**src/rtl/ps2_pkg.sv**
```systemverilog
// Shared definitions for the PS/2 keyboard command controller:
// keyboard host status codes, keyboard command codes, FSM and source encodings.
package ps2_pkg;

    // Keyboard host status codes seen on stat_i
    localparam logic [7:0] ST_IDLE   = 8'h00;
    localparam logic [7:0] ST_PEND   = 8'h01;
    localparam logic [7:0] ST_ACK    = 8'hFA;
    localparam logic [7:0] ST_ERR    = 8'hFE;
    localparam logic [7:0] ST_BAT_OK = 8'hAA;

    // Keyboard command codes
    localparam logic [7:0] CMD_SET_LED   = 8'hED;
    localparam logic [7:0] CMD_TYPEMATIC = 8'hF3;
    localparam logic [7:0] CMD_ENABLE    = 8'hF4;

    typedef enum logic [1:0] {
        S_IDLE,
        S_ISSUE_CMD,
        S_ISSUE_DATA,
        S_WAIT_REPLY
    } ps2_state_e;

    // Which kind of work the in-flight transaction belongs to
    typedef enum logic [1:0] {
        SRC_INIT,
        SRC_LED,
        SRC_CPU
    } ps2_src_e;

endpackage

```
**src/rtl/ps2_cmd_timer.sv**
```systemverilog
// Reply timeout counter for ps2_kbd_ctrl; only instantiated when
// PS2_KBD_CTRL_TIMEOUT_EN is defined. Counts ck1us pulses while run is high,
// holds at TIMEOUT_US and is cleared whenever run is low.
module ps2_cmd_timer #(
    parameter int unsigned TIMEOUT_US = 20000
) (
    input  logic clk6x,
    input  logic reset,
    input  logic run,
    input  logic ck1us,
    output logic expired_o
);

    localparam int unsigned W = (TIMEOUT_US < 2) ? 1 : $clog2(TIMEOUT_US + 1);
    localparam logic [W-1:0] LIMIT = W'(TIMEOUT_US);

    logic [W-1:0] cnt_q, cnt_d;

    // Next count: clear outside the wait, saturate at the limit
    always_comb begin
        cnt_d = cnt_q;
        if (!run) begin
            cnt_d = '0;
        end else if (ck1us && (cnt_q != LIMIT)) begin
            cnt_d = cnt_q + 1'b1;
        end
    end

    // Counter register
    always_ff @(posedge clk6x) begin
        if (reset) begin
            cnt_q <= '0;
        end else begin
            cnt_q <= cnt_d;
        end
    end

    assign expired_o = run && (cnt_q == LIMIT);

endmodule

```
**src/rtl/ps2_kbd_ctrl.sv**
```systemverilog
// PS/2 keyboard command controller: runs the post-BAT init sequence
// (ED+LEDs, F3+typematic, F4), forwards LED changes and a single queued CPU
// command, with ACK/ERR handling and bounded retries.
// Optional reply timeout: define PS2_KBD_CTRL_TIMEOUT_EN.
module ps2_kbd_ctrl
    import ps2_pkg::*;
#(
    parameter logic [7:0]  TYPEMATIC  = 8'h20,
    parameter int unsigned MAX_RETRY  = 2,
    parameter int unsigned TIMEOUT_US = 20000
) (
    input  logic       clk6x,
    input  logic       reset,
    input  logic       ck1us,
    input  logic       bat_ok_i,
    input  logic [7:0] stat_i,
    input  logic [2:0] led_i,
    input  logic       cpu_req_i,
    input  logic [7:0] cpu_cmd_i,
    input  logic [7:0] cpu_data_i,
    input  logic       cpu_two_i,
    output logic [7:0] wcmddata_o,
    output logic       enq_cmd1_o,
    output logic       enq_cmd2_o,
    output logic       busy_o,
    output logic       cpu_done_o,
    output logic       cpu_err_o,
    output logic       cpu_drop_o,
    output logic       init_done_o,
    output logic       init_fail_o
);

    localparam int unsigned RW = (MAX_RETRY < 2) ? 1 : $clog2(MAX_RETRY + 1);

    ps2_state_e  state_q, state_d;
    ps2_src_e    src_q, src_d;
    logic [7:0]  cmd_q, cmd_d;
    logic [7:0]  data_q, data_d;
    logic        two_q, two_d;
    logic        ledsrc_q, ledsrc_d;
    logic [RW-1:0] retry_q, retry_d;
    logic        pend_seen_q, pend_seen_d;
    logic        restart_q, restart_d;
    logic        init_pend_q, init_pend_d;
    logic [1:0]  init_step_q, init_step_d;
    logic        init_done_q, init_done_d;
    logic        init_fail_q, init_fail_d;
    logic [2:0]  led_last_q, led_last_d;
    logic        slot_full_q, slot_full_d;
    logic [7:0]  slot_cmd_q, slot_cmd_d;
    logic [7:0]  slot_data_q, slot_data_d;
    logic        slot_two_q, slot_two_d;

    logic led_pend;
    logic in_wait;
    logic timeout_hit;
    logic rx_ack;
    logic rx_err;
    logic retry_ok;
    logic final_fail;

`ifdef PS2_KBD_CTRL_TIMEOUT_EN
    ps2_cmd_timer #(
        .TIMEOUT_US (TIMEOUT_US)
    ) u_timer (
        .clk6x     (clk6x),
        .reset     (reset),
        .run       (in_wait),
        .ck1us     (ck1us),
        .expired_o (timeout_hit)
    );
`else
    logic unused_cfg;
    assign unused_cfg  = ck1us ^ (TIMEOUT_US == 32'd0);
    assign timeout_hit = 1'b0;
`endif

    assign in_wait    = (state_q == S_WAIT_REPLY);
    assign led_pend   = init_done_q && (led_i != led_last_q);
    assign rx_ack     = in_wait && pend_seen_q && (stat_i == ST_ACK);
    assign rx_err     = in_wait && ((pend_seen_q && (stat_i == ST_ERR)) || timeout_hit);
    assign retry_ok   = (32'(retry_q) < MAX_RETRY);
    assign final_fail = rx_err && !retry_ok;

    // Next-state: work selection, issue sequencing, reply handling, slot and init flags.
    // A BAT OK arriving while a transaction is selected or in flight marks it
    // stale (restart) so its completion does not advance the restarted init.
    always_comb begin
        state_d     = state_q;
        src_d       = src_q;
        cmd_d       = cmd_q;
        data_d      = data_q;
        two_d       = two_q;
        ledsrc_d    = ledsrc_q;
        retry_d     = retry_q;
        pend_seen_d = pend_seen_q;
        restart_d   = restart_q;
        init_pend_d = init_pend_q;
        init_step_d = init_step_q;
        init_done_d = init_done_q;
        init_fail_d = init_fail_q;
        led_last_d  = led_last_q;
        slot_full_d = slot_full_q;
        slot_cmd_d  = slot_cmd_q;
        slot_data_d = slot_data_q;
        slot_two_d  = slot_two_q;

        unique case (state_q)
            S_IDLE: begin
                retry_d   = '0;
                restart_d = 1'b0;
                if (init_pend_q) begin
                    state_d = S_ISSUE_CMD;
                    src_d   = SRC_INIT;
                    case (init_step_q)
                        2'd0: begin
                            cmd_d    = CMD_SET_LED;
                            two_d    = 1'b1;
                            ledsrc_d = 1'b1;
                        end
                        2'd1: begin
                            cmd_d    = CMD_TYPEMATIC;
                            data_d   = TYPEMATIC;
                            two_d    = 1'b1;
                            ledsrc_d = 1'b0;
                        end
                        default: begin
                            cmd_d    = CMD_ENABLE;
                            data_d   = '0;
                            two_d    = 1'b0;
                            ledsrc_d = 1'b0;
                        end
                    endcase
                end else if (led_pend) begin
                    state_d  = S_ISSUE_CMD;
                    src_d    = SRC_LED;
                    cmd_d    = CMD_SET_LED;
                    two_d    = 1'b1;
                    ledsrc_d = 1'b1;
                end else if (slot_full_q) begin
                    state_d     = S_ISSUE_CMD;
                    src_d       = SRC_CPU;
                    cmd_d       = slot_cmd_q;
                    data_d      = slot_data_q;
                    two_d       = slot_two_q;
                    ledsrc_d    = 1'b0;
                    slot_full_d = 1'b0;
                end
            end
            S_ISSUE_CMD: begin
                pend_seen_d = 1'b0;
                // LED data is sampled on the first attempt only; retries resend the same byte
                if (ledsrc_q && (retry_q == '0)) begin
                    data_d     = {5'b0, led_i};
                    led_last_d = led_i;
                end
                state_d = two_q ? S_ISSUE_DATA : S_WAIT_REPLY;
            end
            S_ISSUE_DATA: begin
                pend_seen_d = 1'b0;
                state_d     = S_WAIT_REPLY;
            end
            S_WAIT_REPLY: begin
                if (stat_i == ST_PEND) begin
                    pend_seen_d = 1'b1;
                end
                if (rx_ack || final_fail) begin
                    state_d = S_IDLE;
                    if ((src_q == SRC_INIT) && !restart_q) begin
                        if (rx_ack) begin
                            if (init_step_q == 2'd2) begin
                                init_pend_d = 1'b0;
                                init_step_d = 2'd0;
                                init_done_d = 1'b1;
                            end else begin
                                init_step_d = init_step_q + 2'd1;
                            end
                        end else begin
                            init_pend_d = 1'b0;
                            init_step_d = 2'd0;
                            init_fail_d = 1'b1;
                        end
                    end
                end else if (rx_err) begin
                    retry_d = retry_q + 1'b1;
                    state_d = S_ISSUE_CMD;
                end
            end
            default: state_d = S_IDLE;
        endcase

        if (cpu_req_i && !slot_full_q) begin
            slot_full_d = 1'b1;
            slot_cmd_d  = cpu_cmd_i;
            slot_data_d = cpu_data_i;
            slot_two_d  = cpu_two_i;
        end

        if (bat_ok_i) begin
            init_pend_d = 1'b1;
            init_step_d = 2'd0;
            init_done_d = 1'b0;
            init_fail_d = 1'b0;
            restart_d   = (state_d != S_IDLE);
        end
    end

    // Outputs: enqueue strobes and byte during issue cycles, completion pulses
    always_comb begin
        wcmddata_o = '0;
        enq_cmd1_o = 1'b0;
        enq_cmd2_o = 1'b0;
        if (!reset) begin
            if (state_q == S_ISSUE_CMD) begin
                wcmddata_o = cmd_q;
                enq_cmd2_o = two_q;
                enq_cmd1_o = !two_q;
            end else if (state_q == S_ISSUE_DATA) begin
                wcmddata_o = data_q;
                enq_cmd1_o = 1'b1;
            end
        end
        cpu_done_o  = !reset && rx_ack && (src_q == SRC_CPU);
        cpu_err_o   = !reset && final_fail && (src_q == SRC_CPU);
        cpu_drop_o  = !reset && cpu_req_i && slot_full_q;
        busy_o      = !reset && ((state_q != S_IDLE) || init_pend_q || led_pend || slot_full_q);
        init_done_o = init_done_q;
        init_fail_o = init_fail_q;
    end

    // State and flag registers
    always_ff @(posedge clk6x) begin
        if (reset) begin
            state_q     <= S_IDLE;
            src_q       <= SRC_INIT;
            cmd_q       <= '0;
            data_q      <= '0;
            two_q       <= 1'b0;
            ledsrc_q    <= 1'b0;
            retry_q     <= '0;
            pend_seen_q <= 1'b0;
            restart_q   <= 1'b0;
            init_pend_q <= 1'b0;
            init_step_q <= 2'd0;
            init_done_q <= 1'b0;
            init_fail_q <= 1'b0;
            led_last_q  <= 3'b000;
            slot_full_q <= 1'b0;
            slot_cmd_q  <= '0;
            slot_data_q <= '0;
            slot_two_q  <= 1'b0;
        end else begin
            state_q     <= state_d;
            src_q       <= src_d;
            cmd_q       <= cmd_d;
            data_q      <= data_d;
            two_q       <= two_d;
            ledsrc_q    <= ledsrc_d;
            retry_q     <= retry_d;
            pend_seen_q <= pend_seen_d;
            restart_q   <= restart_d;
            init_pend_q <= init_pend_d;
            init_step_q <= init_step_d;
            init_done_q <= init_done_d;
            init_fail_q <= init_fail_d;
            led_last_q  <= led_last_d;
            slot_full_q <= slot_full_d;
            slot_cmd_q  <= slot_cmd_d;
            slot_data_q <= slot_data_d;
            slot_two_q  <= slot_two_d;
        end
    end

endmodule

```
**config.mk**
```make
export PLATFORM = sky130hd
export DESIGN_NAME = ps2_kbd_ctrl
export DESIGN_NICKNAME = d
export VERILOG_FILES = /design/src/rtl/ps2_pkg.sv /design/src/rtl/ps2_cmd_timer.sv /design/src/rtl/ps2_kbd_ctrl.sv
export SDC_FILE = /design/constraint.sdc
export NUM_CORES = 1
export LEC_CHECK = 0
export ABC_AREA = 1
export BUFFER_PORTS_ARGS = -buffer_cell sky130_fd_sc_hd__buf_2
export CAP_MARGIN = 20
export CORE_AREA = 3 3 105 107
export CTS_CLUSTER_DIAMETER = 50
export DETAILED_ROUTE_END_ITERATION = 10
export DIE_AREA = 0 0 108 110
export PLACE_DENSITY = 0.42
export SYNTH_ARGS = -nofsm -noshare
export SYNTH_HDL_FRONTEND = slang
export SYNTH_SLANG_ARGS = --single-unit
```
**constraint.sdc**
```tcl
create_clock -name clk6x -period 3 [get_ports clk6x]
set_input_delay 0 -clock clk6x [delete_from_list [all_inputs] [get_ports clk6x]]
set_output_delay 0 -clock clk6x [all_outputs]
set_load 0.01 [all_outputs]
```
==> parameters.txt <==
Parameter                              Value

Run status
  Result of the run    finished, final reports clean

Synthesis
  Post-synth net total    408
  Syn. warnings    0
  Sequential element share of the synthesized area    40.9%
  Post-Synthesis Cell Area    2550 um^2
  Flop and latch count out of synthesis    52
  Dominant cell by count in the synthesized netlist    sky130_fd_sc_hd__nor2_1
  Post-synth top area cell    sky130_fd_sc_hd__dfxtp_1
  Number of synthesized flops with an enable pin    0
  Top_reg_cell synth    sky130_fd_sc_hd__dfxtp_1
  Fraction of registers with async set/reset    0%
  Commonest cells post-synth    82 x sky130_fd_sc_hd__nor2_1, 56 x sky130_fd_sc_hd__nand2_1, 52 x sky130_fd_sc_hd__dfxtp_1
  Share of Yosys cell area claimed by the top area cell type    40.9%
  Top area cells in the synthesized netlist    sky130_fd_sc_hd__dfxtp_1 41%, sky130_fd_sc_hd__nor2_1 12%, sky130_fd_sc_hd__nand2_1 8.3%
  Number of distinct library cells after synthesis    33
  Post-synthesis average cell area    6.88 um^2
  Instance count of the mapped netlist    370

Place
  GP Congestion    0.743
  IO Port Bufs    47
  Pre-CTS WS    0.807 ns
  DP HPWL    5360 um

Clock network
  Number of clock sinks seen by CTS    52
  Number of buffers inserted by hold repair at cts    19
  Clock insertion delay at the later pin of the skew report    0.32 ns
  Gates resized, CTS repair    0
  Post-CTS Setup Repair Bufs    0
  Bufs on Longest Clock Path    2
  H-tree levels    2
  Buffer type at the clock tree root    sky130_fd_sc_hd__clkbuf_8
  Clk slew on worst S/H paths    0.10 ns
  TritonCTS clock tree    built
  Clock buffers created by TritonCTS    5

Drt
  Drt pass-1 iters    4
  Met2 WL    3250 um
  DRC viols    0
  Drt total wl    7190 um
  Post-detailed-route via-to-cell ratio    4.39
  Final routed wire length divided by cell count    12.6 um
  Number of design-rule violations left by the first detailed-router iteration    86
  Met3 wire len    243 um
  Uppermost layer routed    met4
  Count of antenna-violating nets left after detailed routing    0
  Routed metal-1 wirelength    3580 um
  Via Count    2498

Floorplanning
  Number of core rows    37
  Initial Util    24.9%
  Total Die Area    11900 um^2
  Num ports    49
  Height of the die    110 um
  Core box area    10200 um^2
  Die width    108 um

Pwr
  Switching fraction of total power    36.3%
  Peak ir drop on the vdd network    0.160 mV
  Static power due to leakage    0.00139 uW
  Sequential Power Share    42.2%
  Clock share of power    25.7%
  Switching pwr    717 uW
  Pwr/cell area    617 nW/um^2
  Combinational Power Share    32.1%
  Internal Pwr Total    1260 uW

Timing
  Hold violation total from the final report    0
  Unrepaired setup endpoints after global routing    no
  Worst setup skew after layout    0.00834 ns
  Final-report setup violation count    0
  Highest attainable clock frequency    0.452 GHz
  Post-route fraction of the period consumed by the critical path    73.7%
  Final-report max-slew violation count    0
  Max transition margin    61.4%
  Transition time at the pin with the least slew margin    0.578 ns
  Fin Setup TNS    0 ns
  Fin crit period    2.21 ns
  Setup WS post-layout    0.788 ns

Hold path
  Class of the worst hold path    input port to flip-flop
  Hold path startpoint    stat_i[0]
  Endpoint of the worst hold-timing path    pend_seen_q
  Hold Path Depth    3

Global routing
  Global-route usage over all layers    12.9%
  Maximum number of pins on one net before global-route repair    28
  Global-route wire length before repair    12100 um
  GRT overflow    0
  Number of global-route vias before repair    2404
  Initial antenna violation count    0

Setup path
  Critical Path Fanout Max    13
  Reg-to-reg endpoint    data_q[3]
  Worst reg2reg path depth    7
  Launching point of the worst reg2reg path    state_q[1]
  Endpoint kind of the worst setup timing path    flip-flop
  Setup slack, reg-to-reg    0.79 ns
  Path type of the worst setup path    flip-flop to flip-flop
  Crit path launch type    flip-flop
  Critical path data arrival time    2.43 ns
  Required @ worst endpoint    3.22 ns

Run
  Max-Cap Viols    0

Finish
  Ratio of cells with drive above 1 in the final layout    16.4%
  Core occupancy in the finished layout    31.3%
  Inserted Diodes    0
  # nets final    470
  Layout overhead on the synthesized area    25.8%
[worst max-delay path, cell delays in order, from the launching register on]
cell	delay, ns
sky130_fd_sc_hd__dfxtp_1	0.36
sky130_fd_sc_hd__inv_1	0.11
sky130_fd_sc_hd__ha_1	0.46
sky130_fd_sc_hd__nand3_1	0.39
sky130_fd_sc_hd__o21ai_4	0.20
sky130_fd_sc_hd__nand4_2	0.31
sky130_fd_sc_hd__a21oi_1	0.23
sky130_fd_sc_hd__nor2_1	0.05
[power by group through the flow]
stage | combinational, uW | sequential [uW] | clock [uW]
6_report | 635 | 835 | 509
5_1_grt | 734 | 847 | 554
4_1_cts | 644 | 835 | 524
3_5_place_dp | 620 | 851 | 0
3_3_place_gp | 619 | 851 | 0
2_1_floorplan | 473 | 837 | 0
[metal layers]
layer / track usage, % / vias up
li1: - / 1333
met1: 17.2 / 1120
met2: 21.1 / 38
met3: 2.56 / 7
met4: 3.88 / 0
met5: 0 / -
[metrics by stage]
stage,total power [uW],cells,hold slack [ns],instance area [um^2]
after CTS,2000,569,0.0244,3200
after global placement,1470,542,0.221,2900
after detailed placement,1470,542,0.228,2900
final,1980,569,0.0256,3200
after global routing,2140,569,0.0451,3200
after floorplan,1310,370,0.109,2550
[state kept, by name (all words and copies together), names as in the netlist]
| name | flops |
|---|---|
| data_q | 8 |
| init_done_o | 1 |
| restart_q | 1 |
| src_q | 2 |
| slot_data_q | 8 |
| init_step_q | 2 |
| state_q | 2 |
| slot_cmd_q | 8 |
| slot_full_q | 1 |
| ledsrc_q | 1 |
| led_last_q | 3 |
| cmd_q | 8 |
| retry_q | 2 |
| pend_seen_q | 1 |
| init_pend_q | 1 |
| two_q | 1 |
| init_fail_o | 1 |
| slot_two_q | 1 |
[area by class of cell]
| type | count | area, um^2 |
|---|---|---|
| Sequential cell | 52 | 1040 |
| Multi-Input combinational cell | 265 | 1280 |
| Tap cell | 136 | 170 |
| Fill cell | 1135 | 7030 |
| Timing Repair Buffer | 69 | 448 |
| Inverter | 39 | 146 |
| Clock buffer | 5 | 68.8 |
| Clock inverter | 3 | 46.3 |
[logic make-up after synthesis]
| group | synth area share, % |
|---|---|
| buffers and inverters | 8.74 |
| AOI/OAI and AO/OA | 17.1 |
| DFF | 40.9 |
| xor gates and xnor gates | 1.03 |
| adders and majority gates | 2.46 |
| and+or+nand+nor | 29.8 |
[cell usage in the layout, fill, tap and decap left out, drive strengths merged, types with 9 or more instances in the layout]
cell / Yosys / layout
nand3: 14 / 14
dfxtp: 52 / 52
a21oi: 32 / 32
nor2: 86 / 86
dlygate4sd3: 0 / 19
o21ai: 40 / 40
buf: 5 / 50
nand2: 59 / 59
nand4: 9 / 9
inv: 37 / 38
[worst max path at each step]
| stage | start | end | slack [ns] | depth (start not counted) |
|---|---|---|---|---|
| after floorplan | state_q[1] | data_q[3] | 1.50 | 8 |
| after global placement | state_q[1] | data_q[3] | 0.80 | 7 |
| after detailed placement | state_q[1] | data_q[3] | 0.81 | 7 |
| after CTS | state_q[1] | data_q[3] | 0.78 | 7 |
| after global routing | state_q[1] | data_q[3] | 0.60 | 8 |
| final | state_q[1] | data_q[3] | 0.79 | 7 |
Note: power is estimated with default switching activity, not from simulation.
